## config.mk

```make
export PLATFORM = sky130hd
export DESIGN_NAME = uart_tx
export DESIGN_NICKNAME = d
export VERILOG_FILES = /design/src/rtl/uart_pkg.sv /design/src/rtl/uart_baud_tick.sv /design/src/rtl/uart_tx.sv
export SDC_FILE = /design/constraint.sdc
export NUM_CORES = 1
export LEC_CHECK = 0
export ABC_AREA = 1
export CORE_ASPECT_RATIO = 0.5
export CORE_MARGIN = 10
export CORE_UTILIZATION = 45
export CTS_CLUSTER_SIZE = 40
export DETAILED_ROUTE_END_ITERATION = 16
export PLACE_DENSITY = 0.66
export SLEW_MARGIN = 20
export SYNTH_ARGS = -nofsm -noshare
export SYNTH_HDL_FRONTEND = slang
export SYNTH_HIERARCHICAL = 1
export SYNTH_SLANG_ARGS = --single-unit
```

## constraint.sdc

```tcl
create_clock -name clk -period 1.9 [get_ports clk]
set_clock_uncertainty 0.15 [all_clocks]
set_input_delay 0.38 -clock clk [delete_from_list [all_inputs] [get_ports clk]]
set_output_delay 0.38 -clock clk [all_outputs]
set_load 0.005 [all_outputs]
```

## src/rtl/uart_pkg.sv

```systemverilog
// Shared UART definitions for the transmit and receive halves of the link.
// Holds the frame state encoding, the default line settings and the baud divisor helper.
package uart_pkg;

  typedef enum logic [2:0] {
    IDLE,
    START,
    DATA,
    PARITY,
    STOP
  } uart_state_t;

  localparam int DEFAULT_CLK_FREQ  = 100_000_000;
  localparam int DEFAULT_BAUD_RATE = 9600;

  function automatic int baud_div(input int clk_freq, input int baud);
    return clk_freq / baud;
  endfunction

endpackage

```

## src/rtl/uart_baud_tick.sv

```systemverilog
// Bit-period divider: emits a one-clock tick every DIVISOR clocks while not cleared.
// The count restarts from 0 after each tick and is held at 0 while i_clr is high.
module uart_baud_tick #(
  parameter int DIVISOR = 16
) (
  input  logic clk,
  input  logic reset,
  input  logic i_clr,
  output logic o_tick
);

  localparam int            CW   = (DIVISOR > 1) ? $clog2(DIVISOR) : 1;
  localparam logic [CW-1:0] LAST = CW'(DIVISOR - 1);

  logic [CW-1:0] r_cnt;
  logic          w_wrap;

  assign w_wrap = (r_cnt == LAST);
  assign o_tick = !i_clr && w_wrap;

  always_ff @(posedge clk or posedge reset) begin
    if (reset) begin
      r_cnt <= '0;
    end else if (i_clr || w_wrap) begin
      r_cnt <= '0;
    end else begin
      r_cnt <= r_cnt + 1'b1;
    end
  end

endmodule

```

## src/rtl/uart_tx.sv

```systemverilog
// UART transmitter: 8 data bits LSB first, optional even parity, 1 or 2 stop bits.
// A one-byte holding register lets back-to-back bytes leave with no idle gap.
module uart_tx
  import uart_pkg::*;
#(
  parameter int CLK_FREQ  = DEFAULT_CLK_FREQ,
  parameter int BAUD_RATE = DEFAULT_BAUD_RATE,
  parameter int PARITY_EN = 0,
  parameter int STOP_BITS = 1
) (
  input  logic       clk,
  input  logic       reset,
  input  logic [7:0] tx_data,
  input  logic       tx_valid,
  output logic       tx_ready,
  output logic       tx,
  output logic       tx_busy,
  output logic       tx_done
);

  localparam int CLKS_PER_BIT = baud_div(CLK_FREQ, BAUD_RATE);

  if (STOP_BITS != 1 && STOP_BITS != 2) begin : g_bad_stop_bits
    $error("uart_tx: STOP_BITS must be 1 or 2");
  end

  uart_state_t r_state, w_state_next;
  logic [7:0]  r_shift, r_hold;
  logic        r_hold_full, r_parity;
  logic [2:0]  r_bit_idx;
  logic        r_stop_idx;
  logic        r_tx, r_busy, r_done_evt, r_done;
  logic        w_tick, w_accept, w_frame_end, w_load;

  uart_baud_tick #(.DIVISOR(CLKS_PER_BIT)) u_baud (
    .clk   (clk),
    .reset (reset),
    .i_clr (r_state == IDLE),
    .o_tick(w_tick)
  );

  assign w_accept    = tx_valid && !r_hold_full;
  assign w_frame_end = (r_state == STOP) && w_tick && (r_stop_idx == 1'(STOP_BITS - 1));
  assign w_load      = r_hold_full && ((r_state == IDLE) || w_frame_end);

  always_comb begin
    w_state_next = r_state;
    unique case (r_state)
      IDLE:    if (r_hold_full) w_state_next = START;
      START:   if (w_tick) w_state_next = DATA;
      DATA:    if (w_tick && r_bit_idx == 3'd7) w_state_next = (PARITY_EN != 0) ? PARITY : STOP;
      PARITY:  if (w_tick) w_state_next = STOP;
      STOP:    if (w_frame_end) w_state_next = r_hold_full ? START : IDLE;
      default: w_state_next = IDLE;
    endcase
  end

  always_ff @(posedge clk or posedge reset) begin
    if (reset) begin
      r_state     <= IDLE;
      r_shift     <= '0;
      r_hold      <= '0;
      r_hold_full <= 1'b0;
      r_parity    <= 1'b0;
      r_bit_idx   <= '0;
      r_stop_idx  <= 1'b0;
    end else begin
      r_state <= w_state_next;
      // A load takes the old holding byte while an accept may refill the holding reg.
      if (w_load) begin
        r_shift  <= r_hold;
        r_parity <= ^r_hold;
      end else if (r_state == DATA && w_tick) begin
        r_shift <= {1'b0, r_shift[7:1]};
      end
      if (w_accept) begin
        r_hold      <= tx_data;
        r_hold_full <= 1'b1;
      end else if (w_load) begin
        r_hold_full <= 1'b0;
      end
      if (w_load) begin
        r_bit_idx <= '0;
      end else if (r_state == DATA && w_tick) begin
        r_bit_idx <= r_bit_idx + 1'b1;
      end
      if (w_load || w_frame_end) begin
        r_stop_idx <= 1'b0;
      end else if (r_state == STOP && w_tick) begin
        r_stop_idx <= 1'b1;
      end
    end
  end

  // Line-side outputs trail the state by one clock so tx, tx_busy and tx_done stay aligned.
  always_ff @(posedge clk or posedge reset) begin
    if (reset) begin
      r_tx       <= 1'b1;
      r_busy     <= 1'b0;
      r_done_evt <= 1'b0;
      r_done     <= 1'b0;
    end else begin
      r_busy     <= (r_state != IDLE);
      r_done_evt <= w_frame_end;
      r_done     <= r_done_evt;
      unique case (r_state)
        START:   r_tx <= 1'b0;
        DATA:    r_tx <= r_shift[0];
        PARITY:  r_tx <= r_parity;
        default: r_tx <= 1'b1;
      endcase
    end
  end

  assign tx       = r_tx;
  assign tx_busy  = r_busy;
  assign tx_done  = r_done;
  assign tx_ready = !r_hold_full;

endmodule

```

==> results of run 1 <==
[cell type report]
| type | instances | share of cell area |
|---|---|---|
| flip-flops and latches | 43 | 0.399 |
| multi-input cells | 203 | 0.374 |
| repair buffers | 35 | 0.115 |
| inverters | 37 | 0.0522 |
| well taps | 66 | 0.0305 |
| clock buffers | 7 | 0.0282 |
| clock inverters | 1 | 0.00185 |
[metal layers]
layer,GRT usage,up-vias,share of wire
met5,0,-,0
met4,0.0546,0,0.017
met3,0.0275,7,0.028
met2,0.193,23,0.50
met1,0.121,842,0.45
li1,-,955,-
[metrics by stage]
| stage | instances | cell area [µm²] | utilization | hold WS, ns |
|---|---|---|---|---|
| 6_report | 392 | 2710 | 0.595 | 0.204 |
| 5_1_grt | 392 | 2710 | 0.595 | 0.210 |
| 4_1_cts | 384 | 2620 | 0.574 | 0.208 |
| 3_5_place_dp | 376 | 2530 | 0.557 | 0.189 |
| 3_3_place_gp | 376 | 2530 | 0.557 | 0.184 |
| 2_1_floorplan | 285 | 2220 | - | 0.119 |
[power by group through the flow]
stage / clock, mW / combinational [mW] / sequential [mW]
finish: 0.558 / 0.326 / 1.03
global route: 0.618 / 0.389 / 1.04
CTS: 0.574 / 0.332 / 1.03
detailed placement: 0 / 0.331 / 1.05
global placement: 0 / 0.317 / 1.05
floorplan: 0 / 0.253 / 1.03
[logic make-up (layout without fill, tap and decap cells)]
| logic type | count (synthesis) | after routing | share of synthesized area |
|---|---|---|---|
| muxes | 2 | 2 | 0.0102 |
| AOI/OAI and AO/OA | 16 | 16 | 0.0484 |
| buffers and inverters | 39 | 80 | 0.0717 |
| DFF | 43 | 43 | 0.490 |
| adders and majority gates | 4 | 4 | 0.0228 |
| xor gates and xnor gates | 9 | 9 | 0.0359 |
| and+or+nand+nor | 172 | 172 | 0.321 |
[cells in the mapped netlist, types with 2 or more instances]
master	count	area share
nor3_1	2	0.0046
nand4_1	5	0.014
nor2_1	47	0.080
xnor2_1	3	0.012
nand2_2	5	0.014
dfrtp_1	42	0.48
o21ai_1	2	0.0046
ha_1	4	0.023
inv_2	3	0.0051
o21ai_0	3	0.0068
nand3_1	16	0.036
nand2_1	94	0.16
inv_1	33	0.056
xor2_1	6	0.024
a21oi_1	6	0.014
mux2_2	2	0.010
[path summary, 6_finish.rpt]
check | slack (ns) | cells after the start | to
worst max-delay path | 0.05 | 2 | tx_ready
worst min-delay path | 0.20 | 0 | tx_done$_DFF_PP0_
worst max register to register | 0.08 | 12 | r_state[1]$_DFFE_PP0P_
worst min register to register | 0.20 | 0 | tx_done$_DFF_PP0_
max in group asynchronous | 0.89 | 2 | u_baud/r_cnt[7]$_DFF_PP0_
min in group asynchronous | 0.32 | 3 | r_state[1]$_DFFE_PP0P_
[worst max-delay path, cell delays in order, from the launching register on]
cell	delay [ns]
dfrtp_1	0.36
inv_1	0.14
clkdlybuf4s50_1	0.53
[flip-flops by register name, indices dropped and copies added (netlist names)]
name          count
r_bit_idx         3
r_done_evt        1
r_hold            8
r_hold_full       1
r_parity          1
r_shift           8
r_state           3
r_stop_idx        1
tx                1
tx_busy           1
tx_done           1
u_baud/r_cnt     14
[timing repair]
action,CTS,global route
resized for setup,0,7
buffers inserted,0,8
hold endpoints to repair,0,0
setup endpoints to repair,0,16
==> results.md, run 1 <==
* Cell variety after synth at 28
* Routed Antenna Nets at 0
* HP Class: register to register
* Multi-input logic area at 1010 µm²
* Initial core utilization at 0.483
* Worst setup startpoint: r_hold_full$_DFFE_PP0P_
* Clk buf depth at 2
* Mapped Area at 2200 µm²
* Mapped Cells at 285
* Psw at 0.546 mW
* Die area at 8250 µm²
* PD cells at 708 nW/µm²
* Final HPWL DP at 3280 µm
* Synthesized net count at 300
* Synthesis Warnings at 6
* Number of synthesized register bits at 43
* Initial antenna violation count at 0
* Residual DRC count at 0
* Post-Place Worst Slack at 0.0174 ns
* Clock Latency Late Sink at 0.29 ns
* CP arrival at 1.32 ns
* Largest net degree at the start of global routing at 30
* Fin crit period at 1.85 ns
* Int Pwr at 1.37 mW
* Most common cell after layout, fill and taps aside: nand2_1
* CTS Buf Count at 5
* Critical R2R Launch: u_baud/r_cnt[6]$_DFF_PP0_
* LEAKAGE at 1.35 nW
* Leading cell types in the layout, fill and taps excluded: nand2_1, nor2_1, dfrtp_1, inv_1, buf_4
* First-pass GRT wire length at 7750 µm
* Post-Route Setup TNS at 0 ns
* Share of cells above drive strength 1 at 0.163
* Synth Flop Type: dfrtp_1
* Final wirelength at 4350 µm
* CTS root buf: clkbuf_8
* Count of final max-slew check failures at 0
* Post-CTS Hold Buffers at 0
* Die H at 69.4 µm
* Status: completed
* Clk pwr share at 0.292
* H-tree depth at 2
* Endpoints failing hold at 0
* # IOs at 15
* CP Class: register to primary output
* Maximum clock frequency at 540 MHz
* Global Route Usage Sum at 0.110
* Number of max-cap violations at 0
* Vias at 1827
* Final period utilization at 0.976
* Worst setup EP type: primary output
* Avg Synthesized Cell Area at 7.71 µm²
* Switching share of power at 0.285
* Actual slew at the worst max-slew pin at 0.553 ns
* Pre-Repair DR Iteration Count at 4
* Overflow after GRT at 0
* Reg clk slew, reported paths at 0.07 ns
* Peak supply drop at 412 µV
* FILL cells at 436
* Combinational power share at 0.170
* Reg area at 1080 µm²
* Asr flop ratio synth at 1.00
* CP required at 1.37 ns
* RePlAce Congestion at 0.849
* Die extent in x at 119 µm
* Final nets at 340
* Final setup viols at 0
* Hold path start: r_done_evt$_DFF_PP0_
* Number of flops mapped to enable cells by yosys at 0
* Area grow syn2layout at 23.1%
* Iteration-0 DRC count of the detailed router at 77
* Pwr Total at 1.92 mW
* Number of global-route vias before repair at 1841
* Reg power frac at 0.538
* Row count at 17
* Final WS setup at 0.0464 ns
* Worst-path fanout max at 5
* Port buffer count at 14
* Drt wl/cell at 11.1 µm
* Core ar. at 4550 µm²
* Critical Path Start Type: register
* Inserted Diodes at 0
* DR vias/cell at 4.66
* Sequential element share of the synthesized area at 0.490
* RSZ-0062 raised after global routing: yes
* Clock sinks at 43
* Clock tree from TritonCTS: yes
* Relative slew slack at 0.631
Power figures use the tool's default switching activity.
==> run 2: changes to the inputs <==
--- a/config.mk
+++ b/config.mk
@@ -17,3 +17,4 @@
 export SYNTH_HDL_FRONTEND = slang
 export SYNTH_HIERARCHICAL = 1
 export SYNTH_SLANG_ARGS = --single-unit
+export TNS_END_PERCENT = 100
==> results of run 2 <==
Same layout as run 1: the final DEF is identical, and so are final timing and power.
==> run 3: changes to the inputs <==
--- a/config.mk
+++ b/config.mk
@@ -8,10 +8,10 @@
 export ABC_AREA = 1
 export CORE_ASPECT_RATIO = 0.5
 export CORE_MARGIN = 10
-export CORE_UTILIZATION = 45
+export CORE_UTILIZATION = 52
 export CTS_CLUSTER_SIZE = 40
 export DETAILED_ROUTE_END_ITERATION = 16
-export PLACE_DENSITY = 0.66
+export PLACE_DENSITY = 0.75
 export SLEW_MARGIN = 20
 export SYNTH_ARGS = -nofsm -noshare
 export SYNTH_HDL_FRONTEND = slang
==> results.md, run 3 (same netlist as run 1, synthesis figures left out) <==
* Status: finished with violations (was completed)
* Violated checks: negative setup slack
* Final period utilization at 1.01 (was 0.976)
* Reg clk slew, reported paths at 0.07 ns (about the same)
* Maximum clock frequency at 520 MHz (was 540 MHz)
* Share of cells above drive strength 1 at 0.149 (was 0.163)
* CTS Buf Count at 5 (unchanged)
* Iteration-0 DRC count of the detailed router at 101 (was 77)
* Overflow after GRT at 0 (unchanged)
* CP Class: register to register (was register to primary output)
* Largest net degree at the start of global routing at 30 (unchanged)
* Row count at 16 (was 17)
* Relative slew slack at 0.634 (was 0.631)
* Post-CTS Hold Buffers at 0 (unchanged)
* CP required at 1.92 ns (was 1.37 ns)
* Actual slew at the worst max-slew pin at 0.549 ns (was 0.553 ns)
* Drt wl/cell at 11.7 µm (was 11.1 µm)
* Global Route Usage Sum at 0.126 (was 0.110)
* Most common cell after layout, fill and taps aside: nand2_1 (unchanged)
* H-tree depth at 2 (unchanged)
* First-pass GRT wire length at 7820 µm (was 7750 µm)
* Fin crit period at 1.92 ns (was 1.85 ns)
* Clk buf depth at 2 (unchanged)
* Area grow syn2layout at 20.4% (was 23.1%)
* # IOs at 15 (unchanged)
* Peak supply drop at 609 µV (was 412 µV)
* Core ar. at 3980 µm² (was 4550 µm²)
* CP arrival at 1.94 ns (was 1.32 ns)
* Largest regs: u_baud/r_cnt: 14 flops, r_hold: 8 flops, r_shift: 8 flops (unchanged)
* Final nets at 337 (was 340)
* FILL cells at 339 (was 436)
* Final setup viols at 1 (was 0)
* RSZ-0062 raised after global routing: yes (unchanged)
* Biggest register: u_baud/r_cnt (unchanged)
* Inserted Diodes at 0 (unchanged)
* Vias at 1875 (was 1827)
* Initial core utilization at 0.552 (was 0.483)
* Fin util at 0.664 (was 0.595)
* Final HPWL DP at 3310 µm (was 3280 µm)
* Largest register FFs at 14 (unchanged)
* Endpoints failing hold at 0 (unchanged)
* RePlAce Congestion at 0.890 (was 0.849)
* Number of global-route vias before repair at 1920 (was 1841)
* Clock tree from TritonCTS: yes (unchanged)
* Die extent in x at 112 µm (was 119 µm)
* Clock sinks at 43 (unchanged)
* Final wirelength at 4400 µm (was 4350 µm)
* Routed Antenna Nets at 0 (unchanged)
* Critical Path Start Type: register (unchanged)
* PD cells at 751 nW/µm² (was 708 nW/µm²)
* Die area at 7390 µm² (was 8250 µm²)
* Residual DRC count at 0 (unchanged)
* Post-Place Worst Slack at -0.0101 ns (was 0.0174 ns)
* Port buffer count at 14 (unchanged)
* DR vias/cell at 4.97 (was 4.66)
* Leading cell types in the layout, fill and taps excluded: nand2_1, nor2_1, dfrtp_1, inv_1, buf_4 (unchanged)
* Count of final max-slew check failures at 0 (unchanged)
* Worst setup EP type: register (was primary output)
* Final WS setup at -0.0238 ns (was 0.0464 ns)
* Clock Latency Late Sink at 0.29 ns (about the same)
* Number of max-cap violations at 0 (unchanged)
* Worst-path fanout max at 9 (was 5)
* Pwr Total at 1.99 mW (was 1.92 mW)
* CTS root buf: clkbuf_8 (unchanged)
* HP Class: register to register (unchanged)
* Pre-Repair DR Iteration Count at 4 (unchanged)
* LEAKAGE at 1.34 nW (was 1.35 nW)
* Die H at 66.0 µm (was 69.4 µm)
* Initial antenna violation count at 0 (unchanged)
==> run 3: path summary, 6_finish.rpt <==
check / slack [ns] / cells past startpoint / to / start
min in group asynchronous: 0.33 / 2 / u_baud/r_cnt[2]$_DFF_PP0_ / reset
hold / removal: 0.21 / 0 / tx_done$_DFF_PP0_ / r_done_evt$_DFF_PP0_
setup / recovery: -0.02 / 12 / r_shift[0]$_DFFE_PP0P_ / u_baud/r_cnt[0]$_DFF_PP0_
max in group asynchronous: 0.92 / 2 / u_baud/r_cnt[3]$_DFF_PP0_ / reset
setup reg to reg: -0.02 / 12 / r_shift[0]$_DFFE_PP0P_ / u_baud/r_cnt[0]$_DFF_PP0_
hold reg to reg: 0.21 / 0 / tx_done$_DFF_PP0_ / r_done_evt$_DFF_PP0_
==> run 3: what timing repair did <==
| action | 4_1_cts | 5_1_grt |
|---|---|---|
| gates cloned | 0 | 0 |
| setup endpoints to repair | 1 | 17 |
| gates resized for setup | 0 | 2 |
| buffers inserted | 2 | 3 |
| pin swaps | 1 | 6 |
==> run 3: where the power goes <==
group          total (mW)  internal [mW]  switching [mW]
Clock               0.628          0.332           0.296
Sequential           1.04          0.974          0.0614
Combinational       0.324          0.135           0.189
Total                1.99           1.44           0.546
==> run 3: layer usage <==
layer / track usage / share of wire / routed length (µm)
met5: 0 / 0 / 0
met4: 0.0676 / 0.015 / 64
met3: 0.0335 / 0.055 / 240
met2: 0.228 / 0.49 / 2170
met1: 0.134 / 0.44 / 1920
==> run 3: critical path, stage by stage (launching register included) <==
cell and delay (ns):
dfrtp_1 0.36, ha_2 0.20, inv_2 0.04, nor2_4 0.08, nand3_2 0.08, nor3_4 0.19
inv_2 0.08, o21ai_2 0.15, nand2_2 0.13, nand2_2 0.12, inv_4 0.06, nand2_1 0.06
nand3_1 0.08
==> run 3: through the flow <==
stage | hold WS [ns] | std cells | setup TNS [ns] | area [µm²]
after floorplan | 0.119 | 285 | -0.0381 | 2220
after global placement | 0.183 | 364 | 0 | 2510
after detailed placement | 0.198 | 364 | -0.0101 | 2510
after CTS | 0.215 | 374 | 0 | 2620
after global routing | 0.219 | 377 | -1.35 | 2650
final | 0.208 | 377 | -0.0238 | 2650
==> run 3: area by class of cell <==
cell class | count | area, µm² | share of cell area
clock buffer | 8 | 100 | 0.0378
inverter | 37 | 144 | 0.0544
multi-input combinational | 203 | 982 | 0.371
sequential | 43 | 1080 | 0.407
tap | 54 | 67.6 | 0.0255
timing repair buffer | 32 | 275 | 0.104
